File: config.mk
export PLATFORM = sky130hd
export DESIGN_NAME = io_port_ctrl_flat
export DESIGN_NICKNAME = d
export VERILOG_FILES = /design/src/rtl/io_port_ctrl_if.sv /design/src/rtl/io_port_ctrl.sv /design/src/flat_wrapper.sv
export SDC_FILE = /design/constraint.sdc
export NUM_CORES = 1
export LEC_CHECK = 0
export CORE_MARGIN = 10
export CORE_UTILIZATION = 42
export DETAILED_ROUTE_END_ITERATION = 6
export GPL_ROUTABILITY_DRIVEN = 0
export GPL_TIMING_DRIVEN = 0
export SYNTH_ARGS = -nofsm -noshare
export SYNTH_HDL_FRONTEND = slang
export SYNTH_SLANG_ARGS = --single-unit
File: constraint.sdc
create_clock -name clk -period 4.95 [get_ports clk]
set_clock_uncertainty 0.1 [all_clocks]
set_input_delay 1.485 -clock clk [delete_from_list [all_inputs] [get_ports clk]]
set_output_delay 1.485 -clock clk [all_outputs]
set_load 0.005 [all_outputs]
File: src/rtl/io_port_ctrl_if.sv
// I/O port controller bus bundle: processor port bus, device drain handshake
// and peripheral input-register load port.
// master = processor/peripheral/device side, slave = io_port_ctrl.
interface io_port_ctrl_if #(
  parameter int DW = 16,
  parameter int AW = 5
);
  logic [AW-1:0] cpu_dirport;
  logic [DW-1:0] cpu_outport;
  logic          cpu_we;
  logic [DW-1:0] cpu_inport;
  logic          cpu_stall;
  logic [AW-1:0] dev_addr;
  logic [DW-1:0] dev_wdata;
  logic          dev_valid;
  logic          dev_ready;
  logic          in_we;
  logic [AW-1:0] in_addr;
  logic [DW-1:0] in_data;

  modport master (
    output cpu_dirport, cpu_outport, cpu_we, dev_ready, in_we, in_addr, in_data,
    input  cpu_inport, cpu_stall, dev_addr, dev_wdata, dev_valid
  );

  modport slave (
    input  cpu_dirport, cpu_outport, cpu_we, dev_ready, in_we, in_addr, in_data,
    output cpu_inport, cpu_stall, dev_addr, dev_wdata, dev_valid
  );
endinterface

File: src/rtl/io_port_ctrl.sv
// I/O port controller: posts processor port writes into a small FIFO that is
// drained to one device over valid/ready, stalls the processor when the FIFO
// is full, and serves reads from peripheral-loaded input registers plus a
// status port at the all-ones address.
// Optional feature macro: IO_TIMEOUT_EN (watchdog that drops a stuck head entry
// and sets a sticky error flag). Without it, the drain waits forever.
// The status word is 16 bits wide, so DW is expected to be 16.
module io_port_ctrl #(
  parameter int DW      = 16,
  parameter int AW      = 5,
  parameter int DEPTH   = 4,
  parameter int NIN     = 8,
  parameter int TIMEOUT = 255
) (
  input logic         clk,
  input logic         reset,
  io_port_ctrl_if.slave bus
);

  localparam int            PW          = (DEPTH > 1) ? $clog2(DEPTH) : 1;
  localparam int            IW          = (NIN > 1) ? $clog2(NIN) : 1;
  localparam logic [AW-1:0] STATUS_PORT = {AW{1'b1}};
  localparam logic [AW-1:0] NIN_LIM     = AW'(NIN);
  localparam logic [PW:0]   FULL_CNT    = (PW + 1)'(DEPTH);

`ifdef IO_TIMEOUT_EN
  typedef enum logic [1:0] {IDLE = 2'd0, WAIT = 2'd1, DROP = 2'd2} state_t;
  localparam int            TW      = $clog2(TIMEOUT + 1);
  localparam logic [TW-1:0] WD_LAST = TW'(TIMEOUT - 1);
  logic [TW-1:0] wd_cnt;
`else
  typedef enum logic [1:0] {IDLE = 2'd0, WAIT = 2'd1} state_t;
`endif

  state_t        state, state_nx;
  logic [AW-1:0] fifo_addr [DEPTH];
  logic [DW-1:0] fifo_data [DEPTH];
  logic [PW-1:0] rd_ptr, wr_ptr;
  logic [PW:0]   count, count_nx;
  logic          full, empty, is_status, push, pop, err;
  logic [DW-1:0] in_reg [NIN];
  logic [15:0]   status_word;

  assign full        = (count == FULL_CNT);
  assign empty       = (count == '0);
  assign is_status   = (bus.cpu_dirport == STATUS_PORT);
  assign push        = bus.cpu_we && !is_status && !full;
  assign status_word = {err, full, empty, 5'b0, 8'(count)};

  assign bus.cpu_stall = bus.cpu_we && full && !is_status;
  assign bus.dev_valid = (state == WAIT);
  // Head is only presented while valid so idle/drop cycles show zeros.
  assign bus.dev_addr  = bus.dev_valid ? fifo_addr[rd_ptr] : '0;
  assign bus.dev_wdata = bus.dev_valid ? fifo_data[rd_ptr] : '0;

  // Pop on handshake, or unconditionally while dropping a timed-out head.
  always_comb begin
    pop = (state == WAIT) && bus.dev_ready;
`ifdef IO_TIMEOUT_EN
    if (state == DROP) begin
      pop = 1'b1;
    end else begin
      pop = (state == WAIT) && bus.dev_ready;
    end
`endif
    count_nx = count + {{PW{1'b0}}, push} - {{PW{1'b0}}, pop};
  end

  // Drain FSM next-state: leave IDLE on push, stay in WAIT while entries remain.
  always_comb begin
    state_nx = state;
    case (state)
      IDLE: begin
        if (push) state_nx = WAIT;
        else      state_nx = IDLE;
      end
      WAIT: begin
        if (bus.dev_ready)        state_nx = (count_nx != '0) ? WAIT : IDLE;
`ifdef IO_TIMEOUT_EN
        else if (wd_cnt == WD_LAST) state_nx = DROP;
`endif
        else                      state_nx = WAIT;
      end
`ifdef IO_TIMEOUT_EN
      DROP: begin
        state_nx = (count_nx != '0) ? WAIT : IDLE;
      end
`endif
      default: state_nx = IDLE;
    endcase
  end

  // FSM state register.
  always_ff @(posedge clk) begin
    if (reset) state <= IDLE;
    else       state <= state_nx;
  end

  // FIFO pointers and occupancy; pointers wrap naturally at a power-of-2 depth.
  always_ff @(posedge clk) begin
    if (reset) begin
      rd_ptr <= '0;
      wr_ptr <= '0;
      count  <= '0;
    end else begin
      if (push) wr_ptr <= wr_ptr + PW'(1);
      if (pop)  rd_ptr <= rd_ptr + PW'(1);
      count <= count_nx;
    end
  end

  // FIFO storage; contents need no reset since pointers define validity.
  always_ff @(posedge clk) begin
    if (push && !reset) begin
      fifo_addr[wr_ptr] <= bus.cpu_dirport;
      fifo_data[wr_ptr] <= bus.cpu_outport;
    end
  end

`ifdef IO_TIMEOUT_EN
  // Watchdog: counts stalled WAIT cycles, cleared on handshake, drop or idle.
  always_ff @(posedge clk) begin
    if (reset)                                wd_cnt <= '0;
    else if ((state == WAIT) && !bus.dev_ready) wd_cnt <= (state_nx == DROP) ? '0 : wd_cnt + TW'(1);
    else                                      wd_cnt <= '0;
  end

  // Sticky error: set when a head is dropped, cleared by a write to the status port.
  always_ff @(posedge clk) begin
    if (reset)                          err <= 1'b0;
    else if (state == DROP)             err <= 1'b1;
    else if (bus.cpu_we && is_status)   err <= 1'b0;
    else                                err <= err;
  end
`else
  assign err = 1'b0;
`endif

  // Peripheral loads into input registers; out-of-range indices are ignored.
  always_ff @(posedge clk) begin
    if (reset) begin
      for (int i = 0; i < NIN; i++) in_reg[i] <= '0;
    end else if (bus.in_we && (bus.in_addr < NIN_LIM)) begin
      in_reg[bus.in_addr[IW-1:0]] <= bus.in_data;
    end
  end

  // Processor read mux: input registers, status word, or zero.
  always_comb begin
    bus.cpu_inport = '0;
    if (bus.cpu_dirport < NIN_LIM) begin
      bus.cpu_inport = in_reg[bus.cpu_dirport[IW-1:0]];
    end else if (is_status) begin
      bus.cpu_inport = DW'(status_word);
    end else begin
      bus.cpu_inport = '0;
    end
  end

endmodule

File: src/flat_wrapper.sv
// flat-port wrapper written by rule: the top's interface ports become plain ports
module io_port_ctrl_flat 
#(
  parameter int DW      = 16,
  parameter int AW      = 5,
  parameter int DEPTH   = 4,
  parameter int NIN     = 8,
  parameter int TIMEOUT = 255
)
  (clk, reset, bus_cpu_dirport, bus_cpu_outport, bus_cpu_we, bus_dev_ready, bus_in_we, bus_in_addr, bus_in_data, bus_cpu_inport, bus_cpu_stall, bus_dev_addr, bus_dev_wdata, bus_dev_valid);
  io_port_ctrl_if #(.DW(DW), .AW(AW)) bus_i ();
  input logic clk;
  input logic reset;
  input wire logic [$bits(bus_i.cpu_dirport)-1:0] bus_cpu_dirport;
  input wire logic [$bits(bus_i.cpu_outport)-1:0] bus_cpu_outport;
  input wire logic [$bits(bus_i.cpu_we)-1:0] bus_cpu_we;
  input wire logic [$bits(bus_i.dev_ready)-1:0] bus_dev_ready;
  input wire logic [$bits(bus_i.in_we)-1:0] bus_in_we;
  input wire logic [$bits(bus_i.in_addr)-1:0] bus_in_addr;
  input wire logic [$bits(bus_i.in_data)-1:0] bus_in_data;
  output wire logic [$bits(bus_i.cpu_inport)-1:0] bus_cpu_inport;
  output wire logic [$bits(bus_i.cpu_stall)-1:0] bus_cpu_stall;
  output wire logic [$bits(bus_i.dev_addr)-1:0] bus_dev_addr;
  output wire logic [$bits(bus_i.dev_wdata)-1:0] bus_dev_wdata;
  output wire logic [$bits(bus_i.dev_valid)-1:0] bus_dev_valid;
  assign bus_i.cpu_dirport = bus_cpu_dirport;
  assign bus_i.cpu_outport = bus_cpu_outport;
  assign bus_i.cpu_we = bus_cpu_we;
  assign bus_i.dev_ready = bus_dev_ready;
  assign bus_i.in_we = bus_in_we;
  assign bus_i.in_addr = bus_in_addr;
  assign bus_i.in_data = bus_in_data;
  assign bus_cpu_inport = bus_i.cpu_inport;
  assign bus_cpu_stall = bus_i.cpu_stall;
  assign bus_dev_addr = bus_i.dev_addr;
  assign bus_dev_wdata = bus_i.dev_wdata;
  assign bus_dev_valid = bus_i.dev_valid;
  io_port_ctrl #(.DW(DW), .AW(AW), .DEPTH(DEPTH), .NIN(NIN), .TIMEOUT(TIMEOUT)) u_core (.clk(clk), .reset(reset), .bus(bus_i));
endmodule
==> impl_metrics.yaml <==
routing:
  drc_errors: 0
  vias: 5106
  first_pass_iters: 4
  post_drt_wl_per_cell_um: 21.9
  wl_mm: 21.5
  vias_per_cell: 5.20
  first_iter_violations: 297
  ant_nets: 0
global_route:
  antenna_found_initial: 0
  grt_start_max_net_pins: 17
  grt_usage: 0.147
  grt_pass1_vias: 5586
  globalRoute.totalOverflow: 0
  grt_pass1_wl_mm: 32.8
clock_tree:
  cts_setup_buffers: 0
  cts_tree: "done"
  numCtsBuffers: 24
  clock_latency_ns: 0.50
  htreeDepth: 1
  clk_pin_slew_worst_paths_ns: 0.05
  cts_buffer_depth: 3
  cts-root-buf: "clkbuf_16"
  cts_sinks: 222
min_path:
  hp-class: "reg2reg"
flow_run:
  maxCapViolations: 0
timing:
  tightest_slew_ns: 1.01
  fin_crit_ns: 4.83
  maxSlewViolCount: 0
  timing.final.crit_share: 0.975
  rsz0062_at_grt: "false"
  fin_setup_tns_ns: 0
  fmaxAchievable_mhz: 207
  hold_violations: 0
  setup_violations: 0
  relSlewSlack: 0.324
yosys:
  synth_area_leaders: "edfxtp_1, mux4_2, and2_1"
  ys_warn_count: 0
  synth_top_area_cell: "edfxtp_1"
  ys_ff_latch: 222
  syn_inst: 561
  synth_area_mm2: 0.00967
  syn-num-nets: 615
  yosysSeqAreaShare: 0.679
  synth_edf_count: 212
  ys_types: 37
  async_reset_ff_frac: 0
  syn_area_per_cell_um2: 17.2
  synth_top_flop_cell: "edfxtp_1"
  yosysTopAreaCellShare: 0.658
finish:
  antenna-diode-count: 0
  layout_commonest_cell: "edfxtp_1"
  area_delta_synth_final_pct: 22.5
  layout-drive-gt1-share: 0.193
  largest_register_ffs: 128
  nets: 732
  mostFrequentLayoutCells: "edfxtp_1, and2_1, clkdlybuf4s50_1"
place:
  hpwlAfterDp_mm: 14.3
  io_buffers: 85
setup_path:
  critPathMostFrequentCell: "clkdlybuf4s50_1"
  worstPathRequired_ns: 3.37
  critPathKind: "in2out"
  worstPathMaxFanout: 6
  critPathCaptureType: "primary output"
  crit_family: "buffers and inverters"
  start_kind: "input pin"
  crit_slowest_cell: "clkdlybuf4s50_1"
  arrival_ns: 3.24
  critPathMaxStageDelay_ns: 0.60
  timing.critical_path.buf_inv: 2
  crit_chain: "clkdlybuf4s50_1 > nand2_1 > or2_4 > o32ai_2 > clkdlybuf4s50_1"
pwr:
  power_mw: 4.65
  p_leak_nw: 4.11
  vdd.ir_drop.worst_mv: 0.248
  cellPowerDensity_mw_per_mm2: 392
die:
  die_h_um: 172
  die_w_um: 172
  dieArea_mm2: 0.0295
  fp.coreArea_mm2: 0.0226
  start_util: 0.427
  pin_count: 86
  num_rows: 55
outcome:
  status: "finished, final reports clean"
-- synthesized netlist by cell type, types with 5 or more instances --
| cell type | n |
|---|---|
| dfxtp_1 | 10 |
| nor2_1 | 20 |
| inv_1 | 6 |
| or2_1 | 10 |
| ha_1 | 6 |
| nor3b_1 | 5 |
| mux4_2 | 50 |
| nor2b_1 | 5 |
| edfxtp_1 | 212 |
| and2_1 | 150 |
| clkbuf_1 | 11 |
| mux2i_1 | 20 |
| buf_2 | 13 |
-- cell families after synthesis --
family	synth area share
flip-flops	0.679
buffers and inverters	0.0184
AO/OA/AOI/OAI	0.00867
adder cells (fa/ha/maj)	0.00983
multiplexers	0.138
AND/OR/NAND/NOR	0.142
XOR/XNOR	0.00427
-- per-layer routing --
metal | up-vias | global-route usage | share of wire | wire [um]
li1 | 2353 | - | - | -
met1 | 2581 | 0.177 | 0.41 | 8750
met2 | 139 | 0.264 | 0.51 | 11000
met3 | 33 | 0.0300 | 0.063 | 1360
met4 | 0 | 0.0386 | 0.020 | 435
met5 | - | 0 | 0 | 0
-- path summary, 6_finish.rpt --
check | end | start | slack (ns) | cells after the start
max | bus_cpu_inport[1] | bus_cpu_dirport[4] | 0.12 | 5
min | u_core.wr_ptr[1] | u_core.wr_ptr[1] | 0.42 | 2
max reg2reg | u_core.state[0] | u_core.count[2] | 2.40 | 8
min reg2reg | u_core.wr_ptr[1] | u_core.wr_ptr[1] | 0.42 | 2
-- final cells by class --
cell class                 instances  area [um^2]
buffer                            27          238
clock buffer                      33          666
clock inverter                    11         78.8
fill                            1854        10800
inverter                           8         30.0
multi-input combinational        302         2980
sequential                       222         6570
tap                              285          357
timing repair buffer              93          936
-- tightest hold or removal path, cell delays in order, from the launching register on --
cell and delay [ns]:
dfxtp_1 0.34, nand2b_1 0.08, mux2i_1 0.06
-- where the power goes --
part	internal (mW)	total [mW]	switching, mW
sequential	2.18	2.23	0.0505
combinational	0.407	0.729	0.322
clock	0.992	1.69	0.694
total	3.58	4.65	1.07
-- per-stage QoR --
stage               cells  hold WS [ns]  setup WS (ns)  area (um^2)   util
floorplan             561         0.381          0.563         9670      -
global placement      931         0.394          -1.18        10900  0.481
detailed placement    939         0.415          -1.01        11000  0.485
CTS                   981         0.425        0.00470        11800  0.523
global route          981         0.444         0.0113        11800  0.523
finish                981         0.424          0.123        11800  0.523
-- timing repair --
| item | CTS | global route |
|---|---|---|
| resized for setup | 41 | 9 |
| pin swaps | 0 | 1 |
| hold buffers | 0 | 0 |
| endpoints found under the setup margin | 17 | 15 |
| hold endpoints to repair | 0 | 0 |
(Power assumes the default switching activity.)
